$ cat src/rtl/rtc_seg_scan.sv
// rtc_seg_scan: time-multiplexed 7-segment driver for the stopwatch/RTC display.
// Scans one digit per REFRESH_DIV-clock slot onto a shared cathode bus. Each slot
// starts with one all-dark gap cycle. The input word is snapshotted once per frame,
// so the display changes only at frame boundaries. The driver also provides
// leading-zero blanking, per-digit decimal points and optional hex glyphs.
//
// Ports:
//   i_clk       system clock, rising edge
//   i_rst_n     synchronous reset, active low
//   i_count     4*N_DIGITS BCD/hex word, digit k = i_count[4k+3:4k], digit 0 rightmost
//   i_dp_mask   1 = light the decimal point of digit k
//   i_blank_lz  1 = blank leading zeros (sampled live)
//   i_en        0 = all digits dark; scanning and snapshots continue
//   o_seg       {dp,g,f,e,d,c,b,a}, active low
//   o_an        digit anodes, active low, at most one low
//   o_frame     1-cycle pulse when a new snapshot is taken
module rtc_seg_scan #(
  parameter int unsigned N_DIGITS    = 8,
  parameter int unsigned REFRESH_DIV = 100000,
  parameter bit          HEX_EN      = 1'b0
) (
  input  logic                  i_clk,
  input  logic                  i_rst_n,
  input  logic [4*N_DIGITS-1:0] i_count,
  input  logic [N_DIGITS-1:0]   i_dp_mask,
  input  logic                  i_blank_lz,
  input  logic                  i_en,
  output logic [7:0]            o_seg,
  output logic [N_DIGITS-1:0]   o_an,
  output logic                  o_frame
);

  localparam int unsigned IdxW   = (N_DIGITS > 1) ? $clog2(N_DIGITS) : 1;
  localparam int unsigned PrescW = $clog2(REFRESH_DIV);
  localparam logic [IdxW-1:0]   LastIdx  = IdxW'(N_DIGITS - 1);
  localparam logic [PrescW-1:0] PrescMax = PrescW'(REFRESH_DIV - 1);

  logic [PrescW-1:0]     presc_q, presc_d;
  logic [IdxW-1:0]       idx_q, idx_d;
  logic [4*N_DIGITS-1:0] shadow_count_q, shadow_count_d;
  logic [N_DIGITS-1:0]   shadow_dp_q, shadow_dp_d;
  logic [7:0]            seg_q, seg_d;
  logic [N_DIGITS-1:0]   an_q, an_d;
  logic                  frame_q, frame_d;
  logic                  drive_q, drive_d;
  logic                  en_prev_q, en_prev_d;

  logic                  tick;
  logic [3:0]            nibble;
  logic [N_DIGITS-1:0]   upper_zero;
  logic                  zero_acc;
  logic                  blank;
  logic [7:0]            lit_seg;
  logic [N_DIGITS-1:0]   lit_an;

  function automatic logic [7:0] glyph(input logic [3:0] nib);
    logic [7:0] g;
    case (nib)
      4'h0:    g = 8'hC0;
      4'h1:    g = 8'hF9;
      4'h2:    g = 8'hA4;
      4'h3:    g = 8'hB0;
      4'h4:    g = 8'h99;
      4'h5:    g = 8'h92;
      4'h6:    g = 8'h82;
      4'h7:    g = 8'hF8;
      4'h8:    g = 8'h80;
      4'h9:    g = 8'h90;
      4'hA:    g = HEX_EN ? 8'h88 : 8'hBF;
      4'hB:    g = HEX_EN ? 8'h83 : 8'hBF;
      4'hC:    g = HEX_EN ? 8'hC6 : 8'hBF;
      4'hD:    g = HEX_EN ? 8'hA1 : 8'hBF;
      4'hE:    g = HEX_EN ? 8'h86 : 8'hBF;
      default: g = HEX_EN ? 8'h8E : 8'hBF;
    endcase
    return g;
  endfunction

  // Glyph for the currently selected shadow digit.
  always_comb begin
    tick   = (presc_q == PrescMax);
    nibble = shadow_count_q[{idx_q, 2'b00} +: 4];

    // upper_zero[k]: shadow nibbles k..N_DIGITS-1 are all zero.
    zero_acc   = 1'b1;
    upper_zero = '0;
    for (int k = N_DIGITS - 1; k >= 0; k--) begin
      zero_acc      = zero_acc & (shadow_count_q[4*k +: 4] == 4'h0);
      upper_zero[k] = zero_acc;
    end

    blank   = i_blank_lz && (idx_q != '0) && upper_zero[idx_q] && !shadow_dp_q[idx_q];
    lit_seg = glyph(nibble);
    lit_seg[7] = ~shadow_dp_q[idx_q];
    lit_an  = ~(N_DIGITS'(1) << idx_q);
  end

  always_comb begin
    presc_d        = tick ? '0 : presc_q + 1'b1;
    idx_d          = idx_q;
    shadow_count_d = shadow_count_q;
    shadow_dp_d    = shadow_dp_q;
    seg_d          = seg_q;
    an_d           = an_q;
    frame_d        = 1'b0;
    drive_d        = 1'b0;
    en_prev_d      = i_en;

    if (tick) begin
      // Gap cycle: everything dark while the anode switches.
      idx_d   = (idx_q == LastIdx) ? '0 : idx_q + 1'b1;
      seg_d   = 8'hFF;
      an_d    = '1;
      drive_d = 1'b1;
      if (idx_q == LastIdx) begin
        shadow_count_d = i_count;
        shadow_dp_d    = i_dp_mask;
        frame_d        = 1'b1;
      end
    end else if (!i_en) begin
      seg_d = 8'hFF;
      an_d  = '1;
    end else if (drive_q || !en_prev_q) begin
      // Drive cycle after a gap, or re-enable mid-slot.
      if (blank) begin
        seg_d = 8'hFF;
        an_d  = '1;
      end else begin
        seg_d = lit_seg;
        an_d  = lit_an;
      end
    end
  end

  always_ff @(posedge i_clk) begin
    if (!i_rst_n) begin
      presc_q        <= '0;
      idx_q          <= LastIdx;
      shadow_count_q <= '0;
      shadow_dp_q    <= '0;
      seg_q          <= 8'hFF;
      an_q           <= '1;
      frame_q        <= 1'b0;
      drive_q        <= 1'b0;
      // Treated as already enabled so nothing lights before the first snapshot.
      en_prev_q      <= 1'b1;
    end else begin
      presc_q        <= presc_d;
      idx_q          <= idx_d;
      shadow_count_q <= shadow_count_d;
      shadow_dp_q    <= shadow_dp_d;
      seg_q          <= seg_d;
      an_q           <= an_d;
      frame_q        <= frame_d;
      drive_q        <= drive_d;
      en_prev_q      <= en_prev_d;
    end
  end

  assign o_seg   = seg_q;
  assign o_an    = an_q;
  assign o_frame = frame_q;

endmodule

$ cat config.mk
export PLATFORM = sky130hd
export DESIGN_NAME = rtc_seg_scan
export DESIGN_NICKNAME = d
export VERILOG_FILES = /design/src/rtl/rtc_seg_scan.sv
export SDC_FILE = /design/constraint.sdc
export NUM_CORES = 1
export LEC_CHECK = 0
export BUFFER_PORTS_ARGS = -buffer_cell sky130_fd_sc_hd__buf_2
export CORE_MARGIN = 4
export CORE_UTILIZATION = 50
export CTS_CLUSTER_DIAMETER = 60
export DETAILED_ROUTE_END_ITERATION = 8
export PLACE_DENSITY_LB_ADDON = 0.05
export SLEW_MARGIN = 15
export SYNTH_ARGS = -nofsm -noshare
export SYNTH_HDL_FRONTEND = slang
export SYNTH_SLANG_ARGS = --single-unit
$ cat constraint.sdc
create_clock -name i_clk -period 2.8 [get_ports i_clk]
set_input_delay 0.14 -clock i_clk [delete_from_list [all_inputs] [get_ports i_clk]]
set_output_delay 0.14 -clock i_clk [all_outputs]
set_load 0.02 [all_outputs]
==> run metrics <==
number of fillers in the final layout 666; first-pass iteration count of the detailed router 4; number of H-tree branching levels 3; count of placed standard cells in the final layout, fillers left out approximately 530; delay-heaviest family, CP multiplexers; cell with the largest stage delay on the worst path mux4_2; Final TNS setup 0 ns; Peak VDD IR 324 µV; CTS tree done; signed area change from the synthesized netlist to the final layout 16.1%; Post-DRT Antenna Nets 0; fraction of power consumed by sequential logic 54.8%; latest clock arrival within the worst-skew pair 0.35 ns; Avg WL per Cell 14.6 µm; number of buffer cells added on primary ports 60; antenna cell count 0; Crit path buffers/inverters 2; post-place instance area 0.00407 mm²; per-cell via count in the routed design 5.19; clock network fraction of total power 40.8%; final setup skew ~0.013 ns; endpoints failing setup 0; maximum number of pins on one net before global-route repair 48; area used by sequential logic in the layout 0.00158 mm²; arrival time reported for the critical path endpoint 2.63 ns; combinational group share of total power under 10%; synthesized area per cell 10.1 µm²; Net count, final ~480; Total GRT Usage 18.8%; Crit path largest cell delay 0.53 ns; pin slew with the least headroom to its limit 0.844 ns; status finished, final reports clean; sequence of cells on the critical path buf_4 > mux4_2 > mux2i_1 > inv_1 > ha_1 > o21ai_0 > a2bb2oi_1 > nand3_1; vias after detailed routing 2,748; site row count 31; FF+latch count, synth 79; final non-filler cell area ~0.0043 mm²; vias in the first global route approximately 2,700; number of synthesis warnings 0; initial antenna violation count 0; number of buffers inserted during clock tree synthesis 9; CTS sink cnt 79; Switching Share about 22%; net switching power of the design 0.000460 W; nature of the critical path startpoint flip-flop; clock transition at the registers of the reported paths 0.08 ns; Power Internal between 0.0015 and 0.002 W; Hold WC Path Type primary input to flip-flop; area taken by multi-input logic gates approximately 0.0020 mm²; minimum period implied by the final worst setup slack 2.44 ns; highest-count cells in the layout ignoring fill and taps dfxtp_1 (79), buf_2 (60), mux2i_1 (48); reported max-cap violation count 0; power density relative to cell area around 480 mW/mm²; drc violations 0; RSZ-0062 raised after global routing no; DRT Wirelength 7.72 mm; Core Area slightly above 0.007 mm²; sequential share of the synthesized area 42.9%; I/O pin cnt 61; number of violations reported at the end of detailed-routing iteration 0 94; number of pins exceeding their max-slew limit in the final report 0; cts repair resizes 0; placed cells 512; data required time at the worst endpoint 2.99 ns; post-synthesis net count about 420; wire length of the first global-routing pass 13.2 mm; sort of element at the end of the critical path flip-flop; weighted congestion at the end of routability-driven global placement 0.791; HPWL Detailed 5.64 mm; global route total overflow 0; Leakage Power between 1.5 and 2 nW; fraction of final layout cells with drive strength greater than 1 23.3%; start-to-end type of the worst setup path flip-flop to flip-flop; clock tree root buffer cell clkbuf_8; tightest hold margin between 0.04 and 0.05 ns; largest buffer count on any clock path 2; Vert. Die Dim 93.9 µm; floorplan die area 0.00882 mm²; post-synthesis cell area 0.00369 mm²; Achievable Freq 409 MHz; Power Total 0.00207 W; width of the chip around 94 µm; worst max-slew margin expressed relative to the limit a little over two fifths; synthesized instance count 367; number of distinct library cells after synthesis 40; most common cell after layout, fill and taps aside dfxtp_1; final hold violations 0; initial core utilization ~51%; Final Cycle Share between 80 and 90%; peak fanout along the critical path 15
==> path summary, 6_finish.rpt <==
check	startpoint	endpoint	slack, ns	depth (start not counted)
setup / recovery	idx_q[0]	o_seg[5]	0.36	8
hold / removal	i_count[8]	shadow_count_q[8]	0.05	3
setup reg to reg	idx_q[0]	o_seg[5]	0.36	8
hold reg to reg	o_seg[6]	o_seg[6]	0.47	2
==> logic make-up (layout without fill, tap and decap cells) <==
group	after synthesis	count (layout)	share of synthesized area [%]
compound gates	31	31	5.26
xor+xnor	15	15	3.56
fa+ha+maj	12	12	4.07
buf+inv	28	91	3.26
flops	79	79	42.9
mux	60	60	20.2
simple gates	142	142	20.8
==> final cells by class <==
type	instances	share of cell area [%]
Multi-Input combinational cell	260	46.5
Sequential cell	79	36.9
Timing Repair Buffer	68	8.47
Clock buffer	11	3.30
Tap cell	99	2.89
Clock inverter	5	1.34
Inverter	7	0.613
==> tightest hold or removal path: cells and delay by family <==
kind | cells | cell delay [ns]
AND/OR/NAND/NOR | 1 | 0.09
buffers and inverters | 1 | 0.08
multiplexers | 1 | 0.05
==> flip-flops by register name (all words and copies together), names as in the netlist <==
register / cells
o_frame: 1
en_prev_q: 1
idx_q: 3
presc_q: 17
o_an: 8
o_seg: 8
shadow_dp_q: 8
shadow_count_q: 32
drive_q: 1
==> power by group through the flow <==
stage	clock network [W]	registers, W	logic [W]
finish	0.000845	0.00114	0.0000911
global route	0.000921	0.00114	0.000102
CTS	0.000872	0.00114	0.0000921
detailed placement	0	0.00116	0.0000907
global placement	0	0.00116	0.0000904
floorplan	0	0.00117	0.0000443
==> synth_stat cells <==
cell type,instances,area share (%)
buf_2,6,0.81
a2bb2oi_1,1,0.24
nand3_1,12,1.6
and3_1,9,1.5
mux4_2,8,4.9
inv_2,1,0.10
a21o_1,1,0.20
nor2b_1,41,7.0
nand4_2,1,0.34
a311oi_2,1,0.41
dfxtp_1,79,43
mux2i_1,48,13
nor2_1,33,3.4
buf_1,1,0.10
nand4_1,4,0.68
xor2_1,11,2.6
nor4_1,9,1.5
and2_1,3,0.51
nor3_1,5,0.68
and4_4,2,0.61
o21ai_0,9,1.2
a31oi_1,1,0.17
mux2i_4,1,0.61
or2_1,1,0.17
ha_1,12,4.1
inv_1,6,0.61
mux2_2,1,0.31
o21ai_2,2,0.47
clkbuf_1,13,1.3
nand2b_1,4,0.68
a21oi_1,8,1.1
buf_6,1,0.31
o21ai_1,4,0.54
xnor2_1,4,0.95
o211ai_1,3,0.61
nand2_1,16,1.6
mux4_1,2,1.4
and4_1,1,0.24
o2111a_1,1,0.31
nand4b_1,1,0.24
==> per-stage QoR <==
stage               worst slack [ns]  utilization [%]
floorplan                      0.386                -
global placement               0.445             56.5
detailed placement             0.362             56.5
CTS                            0.343             59.4
global route                   0.169             59.4
finish                         0.356             59.4
==> layer usage <==
layer	up-vias	GRT usage, %	wire (µm)
met1	1274	24.4	3600
met4	0	5.42	89
met2	61	30.8	3670
met3	9	5.13	372
met5	-	0	0
li1	1404	-	-
==> what timing repair did <==
item,CTS,global route
setup buffers,0,0
hold buffers,1,0
hold endpoints to repair,1,0
Power figures use the tool's default switching activity.
